<file path="src/rtl/mult_pipe_tree.sv">
// Pipelined WIDTH x WIDTH multiplier with optional Baugh-Wooley signed mode.
// S1 registers operands, S2 registers the two carry-save rows left by the
// HA/FA compression, S3 registers the Kogge-Stone carry-propagate sum.
// The whole pipe stalls together on output backpressure.

// Half adder cell
module mult_pipe_tree_ha (
  input  logic a,
  input  logic b,
  output logic carry,
  output logic sum
);
  assign sum   = a ^ b;
  assign carry = a & b;
endmodule

// Full adder cell
module mult_pipe_tree_fa (
  input  logic a,
  input  logic b,
  input  logic c,
  output logic carry,
  output logic sum
);
  assign sum   = a ^ b ^ c;
  assign carry = (a & b) | (c & (a ^ b));
endmodule

module mult_pipe_tree #(
  parameter int WIDTH     = 8,
  parameter int SIGNED_EN = 1
) (
  input  logic               clk,
  input  logic               rst,
  input  logic               in_valid,
  output logic               in_ready,
  input  logic [WIDTH-1:0]   x,
  input  logic [WIDTH-1:0]   y,
  input  logic               sgn,
  output logic               out_valid,
  input  logic               out_ready,
  output logic [2*WIDTH-1:0] o
);
  localparam int PW   = 2 * WIDTH;
  localparam int ROWS = WIDTH + 1;  // WIDTH product rows plus the correction row
  localparam int LV   = $clog2(PW);

  logic             adv;
  logic             v1_q, v2_q, v3_q;
  logic [WIDTH-1:0] x_q, y_q;
  logic             sgn_q;
  logic [PW-1:0]    sum_q, carry_q;
  logic [PW-1:0]    o_q;
  logic [PW-1:0]    fin_d;

  logic [PW-1:0]    pp   [ROWS];
  logic [PW-1:0]    ts   [1:ROWS-1];
  logic [PW-1:0]    tc   [1:ROWS-1];
  logic [PW-1:0]    cout [1:ROWS-1];
  logic [ROWS-1:1]  unused_top_carry;

  logic [PW-1:0]    gk [LV+1];
  logic [PW-1:0]    pk [LV+1];

  assign adv       = !(v3_q && !out_ready);
  assign in_ready  = adv;
  assign out_valid = v3_q;
  assign o         = o_q;

  if (SIGNED_EN != 0) begin : g_sgn
    // Per-transaction signed flag travels with the operands
    always_ff @(posedge clk) begin
      if (adv) sgn_q <= sgn;
    end
  end else begin : g_nosgn
    assign sgn_q = 1'b0;
  end

  // Operand and carry-save row registers; contents only matter when valid
  always_ff @(posedge clk) begin
    if (adv) begin
      x_q     <= x;
      y_q     <= y;
      sum_q   <= ts[ROWS-1];
      carry_q <= tc[ROWS-1];
    end
  end

  // Valid bits and product register; the whole pipe moves on adv
  always_ff @(posedge clk) begin
    if (rst) begin
      v1_q <= 1'b0;
      v2_q <= 1'b0;
      v3_q <= 1'b0;
      o_q  <= '0;
    end else if (adv) begin
      v1_q <= in_valid;
      v2_q <= v1_q;
      v3_q <= v2_q;
      o_q  <= fin_d;
    end
  end

  // Partial products; in signed mode the mixed MSB row/column terms are
  // inverted and the last row carries the 2^WIDTH + 2^(2*WIDTH-1) constant
  always_comb begin
    for (int unsigned i = 0; i < ROWS; i++) pp[i] = '0;
    for (int unsigned i = 0; i < WIDTH; i++) begin
      for (int unsigned j = 0; j < WIDTH; j++) begin
        pp[i][i+j] = (x_q[j] & y_q[i])
                   ^ (sgn_q & ((i == WIDTH - 1) != (j == WIDTH - 1)));
      end
    end
    pp[WIDTH][WIDTH]  = sgn_q;
    pp[WIDTH][PW-1]   = sgn_q;
  end

  // Carry-save reduction: each level folds one more row into (ts, tc);
  // carries out of the top bit fall outside the modulo-2^PW result
  for (genvar k = 1; k < ROWS; k++) begin : g_lvl
    for (genvar b = 0; b < PW; b++) begin : g_bit
      if (k == 1) begin : g_h
        mult_pipe_tree_ha u_ha (
          .a(pp[0][b]), .b(pp[1][b]), .carry(cout[k][b]), .sum(ts[k][b])
        );
      end else begin : g_f
        mult_pipe_tree_fa u_fa (
          .a(ts[k-1][b]), .b(tc[k-1][b]), .c(pp[k][b]),
          .carry(cout[k][b]), .sum(ts[k][b])
        );
      end
    end
    assign tc[k]               = {cout[k][PW-2:0], 1'b0};
    assign unused_top_carry[k] = cout[k][PW-1];
  end

  // Kogge-Stone prefix adder over the registered carry-save rows
  always_comb begin
    gk[0] = sum_q & carry_q;
    pk[0] = sum_q ^ carry_q;
    for (int unsigned l = 0; l < LV; l++) begin
      gk[l+1] = gk[l];
      pk[l+1] = pk[l];
      for (int unsigned i = (32'd1 << l); i < PW; i++) begin
        gk[l+1][i] = gk[l][i] | (pk[l][i] & gk[l][i-(32'd1<<l)]);
        pk[l+1][i] = pk[l][i] & pk[l][i-(32'd1<<l)];
      end
    end
    fin_d = pk[0] ^ {gk[LV][PW-2:0], 1'b0};
  end

endmodule

</file>
<file path="config.mk">
export PLATFORM = sky130hd
export DESIGN_NAME = mult_pipe_tree
export DESIGN_NICKNAME = d
export VERILOG_FILES = /design/src/rtl/mult_pipe_tree.sv
export SDC_FILE = /design/constraint.sdc
export NUM_CORES = 1
export LEC_CHECK = 0
export ABC_AREA = 1
export CAP_MARGIN = 10
export CORE_MARGIN = 4
export CORE_UTILIZATION = 45
export CTS_CLUSTER_SIZE = 10
export DETAILED_ROUTE_END_ITERATION = 6
export PLACE_DENSITY = 0.65
export SYNTH_ARGS = -nofsm -noshare
export SYNTH_HDL_FRONTEND = slang
export SYNTH_SLANG_ARGS = --single-unit
</file>
<file path="constraint.sdc">
create_clock -name clk -period 12.47 [get_ports clk]
set_input_delay 3.1175 -clock clk [delete_from_list [all_inputs] [get_ports clk]]
set_output_delay 3.1175 -clock clk [all_outputs]
set_load 0.05 [all_outputs]
</file>
Word level (Yosys, flattened, before mapping)
Index checks and enable logic that the tools add are counted.
{"block": "word_totals", "input_bits": 21, "reg_bits": 59, "output_inout_bits": 18}
{"block": "op_classes", "bitwise_logic": 443, "n_reduce_logical": 3}
{"operator": "bitwise AND 1 bit", "n": 239}
{"operator": "bitwise XOR 1 bit", "n": 113}
{"operator": "bitwise OR 1 bit", "n": 88}
{"operator": "bitwise XOR 16 bit", "n": 2}
{"operator": "bitwise AND 15 bit", "n": 1}
{"operator": "zero test 1 bit", "n": 2}
{"operator": "logical AND 1 bit", "n": 1}

Depth between registers and ports, before layout
{"block": "logic_depth", "ltp_word": 23, "mapped_depth": 18, "depth_no_buf": 17}

Cells and area by module
Synthesis repeated with hierarchy kept, for this count alone.
{"block": "unflattened", "cells_unflattened": 590, "hier_area_um2": 6107.1}
{"mod": "mult_pipe_tree", "seq_area_each_um2": 1821.7, "area_per_inst_um2": 3664.8, "cells_per_inst": 462, "instances": 1}
{"mod": "mult_pipe_tree_fa", "seq_area_each_um2": 0.0, "area_per_inst_um2": 20.0, "cells_per_inst": 1, "instances": 112}
{"mod": "mult_pipe_tree_ha", "seq_area_each_um2": 0.0, "area_per_inst_um2": 12.5, "cells_per_inst": 1, "instances": 16}

Worst setup path before layout
No wires, ideal clock.
{"block": "synth_path", "kind": "input-to-output", "from": "in out_ready", "to": "out in_ready", "stages": 3, "arrival_time_ns": 4.054, "setup_slack_ns": 5.299, "cell_sequence": "nor2_4 -> inv_1 -> buf_2"}
{"block": "synth_via", "elab_chain_cells": 3}
{"element": "from (decl)", "line": "41", "rtl": "input logic out_ready,"}
{"element": "zero test 1 bit", "line": "65", "rtl": "assign adv = !(v3_q && !out_ready);"}
{"element": "logical AND 1 bit", "line": "65"}
{"element": "zero test 1 bit", "line": "65"}
{"element": "to (decl)", "line": "36", "rtl": "output logic in_ready,"}
Every way passes these cells.

Worst setup path after layout
Same ends and word-level chain as after synthesis.

==> impl_metrics.yaml <==
die:
  rows: 34
  die-width_um: 102
  ios: 39
  die_h_um: 102
  start_util_pct: 46.0
  die_area_um2: 10400
  core_area_um2: 8640
logic_synthesis:
  netlist_instances: 420
  yosysWarnings: 0
  yosysTopAreaCellShare_pct: 30.2
  syn_nets: 504
  synth-seq-cells: 59
  ys_seq_area_share_pct: 39.8
  synth_cell_type_count: 19
  syn_avg_cell_area_um2: 9.46
  synth_area_leaders: "edfxtp_1, fa_1, inv_1"
  synth_top_area_cell: "edfxtp_1"
  netlist_area_um2: 3970
hold_path:
  hold-path-cell-count: 2
  min_path_type: "reg -> reg"
worst_setup_path:
  worstSetupPathType: "in -> out"
  endpoint_kind: "primary output"
  start_kind: "input port"
  required_ns: 9.35
  critical_path_peak_fanout: 14
  crit_arrival_ns: 4.64
  r2r_cells: 17
drt:
  via_per_inst: 4.52
  first_pass_iters: 4
  vias: 2541
  ant_nets: 0
  wirelength_mm: 6.01
  wire_per_inst_um: 10.7
  drt_first_iter_violations: 45
  drc_errors: 0
cts:
  cts_root_buf: "clkbuf_8"
  cts_tree: "built"
  clk_latency_ns: 0.34
  path_clk_slew_ns: 0.06
  cts_hold_buf: 0
  cts_sinks: 59
  htree_num_levels: 3
  clockBufferDepth: 2
  post_cts_buffers: 0
  numCtsBuffers: 9
  cts-resized-gates: 0
pwr:
  vdd_ir_drop_max_mv: 0.0884
  swShare_pct: 39.6
  p_leak_nw: 2.39
  pwr-share-clk_pct: 16.8
  p_sw_uw: 341
  internal-power_uw: 521
  p_per_area_nw_per_um2: 189
  p_seq_share_pct: 35.8
  comb_power_share_pct: 47.5
place:
  post-place-ws_ns: 4.71
  hpwl_mm: 4.62
  port_buffers: 38
  gp_congestion: 0.819
global_routing:
  grt_pass1_vias: 2476
  grt_overflow: 0
  grtUsageTotal_pct: 13.2
  grt_start_max_net_pins: 65
  grt_pass1_wl_mm: 10.7
  antenna_found_initial: 0
timing:
  hold_viol_final: 0
  skew_ns: 0.00392
  maxSlewViolCount: 0
  worstMarginPinSlew_ns: 0.706
  setup_viol: 0
  setup_ws_ns: 4.71
  fin_crit_sh_pct: 62.2
  max_freq_mhz: 129
  rsz0062_at_grt: "no"
  fin_tns_setup_ns: 0
  max-slew-margin-rel_pct: 52.9
  finalCriticalPeriod_ns: 7.76
cells_and_area:
  area_delta_synth_final_pct: 14.9
  fillers: 807
  drive_gt1_share_pct: 4.19
  antennaDiodeCount: 0
  layout.nets: 533
outcome:
  status: "complete, no violations"
job:
  drv_cap: 0
power groups by stage:
stage	registers, mW	logic (mW)	clock network, mW
floorplan	0.355	0.275	0
global placement	0.311	0.407	0
detailed placement	0.313	0.418	0
CTS	0.309	0.420	0.152
global route	0.315	0.491	0.159
finish	0.308	0.409	0.145
worst paths after layout:
check | startpoint | end | slack, ns
worst max-delay path | out_ready | in_ready | 4.71
worst min-delay path | v2_q | v2_q | 0.46
worst max register to register | y_q[0] | sum_q[8] | 7.21
worst min register to register | v2_q | v2_q | 0.46
registers in the layout (all words and copies together) (netlist names):
name,cells
sgn_q,1
x_q,8
v2_q,1
o,16
carry_q,7
y_q,8
sum_q,16
out_valid,1
v1_q,1
cells in the mapped netlist:
| cell type | instances |
|---|---|
| inv_1 | 111 |
| nor2_1 | 27 |
| ha_1 | 19 |
| nor2_4 | 1 |
| nand3_1 | 11 |
| buf_4 | 2 |
| or2_0 | 1 |
| xor2_1 | 15 |
| o211ai_1 | 1 |
| a21oi_1 | 8 |
| clkbuf_1 | 15 |
| xnor2_1 | 1 |
| edfxtp_1 | 40 |
| buf_2 | 5 |
| fa_1 | 44 |
| or2_1 | 1 |
| dfxtp_1 | 19 |
| o21ai_0 | 17 |
| nand2_1 | 82 |
routing by layer:
| metal | GRT usage (%) | wire [um] | vias up | part of all wire [%] |
|---|---|---|---|---|
| li1 | - | - | 1287 | - |
| met1 | 15.1 | 2610 | 1199 | 43 |
| met2 | 22.5 | 2970 | 44 | 49 |
| met3 | 3.41 | 300 | 11 | 5.0 |
| met4 | 6.96 | 132 | 0 | 2.2 |
| met5 | 0 | 0 | - | 0 |
stage by stage:
step                      util, %  hold WS (ns)  total power, mW  cells  instance area, um^2
final                        52.9         0.459            0.862    562                 4570
after global routing         52.9         0.487            0.965    562                 4570
after CTS                    52.9         0.462            0.881    562                 4570
after detailed placement     51.0         0.452            0.730    546                 4410
after global placement       51.0         0.446            0.718    546                 4410
after floorplan                 -         0.421            0.630    420                 3970
cell usage in the layout, fill, tap and decap left out, drive strengths merged:
| cell | n |
|---|---|
| xor2 | 15 |
| inv | 112 |
| nor2 | 28 |
| clkbuf | 10 |
| fa | 44 |
| buf | 2 |
| clkdlybuf4s50 | 38 |
| a21oi | 8 |
| o21ai | 17 |
| nand3 | 11 |
| nand2 | 82 |
| xnor2 | 1 |
| edfxtp | 40 |
| o211ai | 1 |
| clkinv | 5 |
| or2 | 2 |
| ha | 19 |
| dfxtp | 19 |
logic make-up (layout without fill, tap and decap cells):
| group | after synthesis | count (layout) | share of synthesized area (%) |
|---|---|---|---|
| XOR/XNOR | 16 | 16 | 3.53 |
| AND/OR/NAND/NOR | 123 | 123 | 12.3 |
| adder cells (fa/ha/maj) | 63 | 63 | 28.1 |
| flip-flops | 59 | 59 | 39.8 |
| AO/OA/AOI/OAI | 26 | 26 | 3.34 |
| buffers and inverters | 133 | 167 | 12.9 |
cell type report:
cell class | count | area, um^2 | area share, %
Clock buffer | 10 | 128 | 2.79
Clock inverter | 6 | 31.3 | 0.685
Inverter | 111 | 417 | 9.12
Multi-Input combinational cell | 228 | 1880 | 41.2
Sequential cell | 59 | 1580 | 34.6
Tap cell | 108 | 135 | 2.96
Timing Repair Buffer | 40 | 395 | 8.66
critical path, stage by stage:
cell	delay [ns]
clkdlybuf4s50_1	0.45
nor2_4	0.26
inv_2	0.10
clkdlybuf4s50_1	0.72
Note: power is estimated with default switching activity, not from simulation.
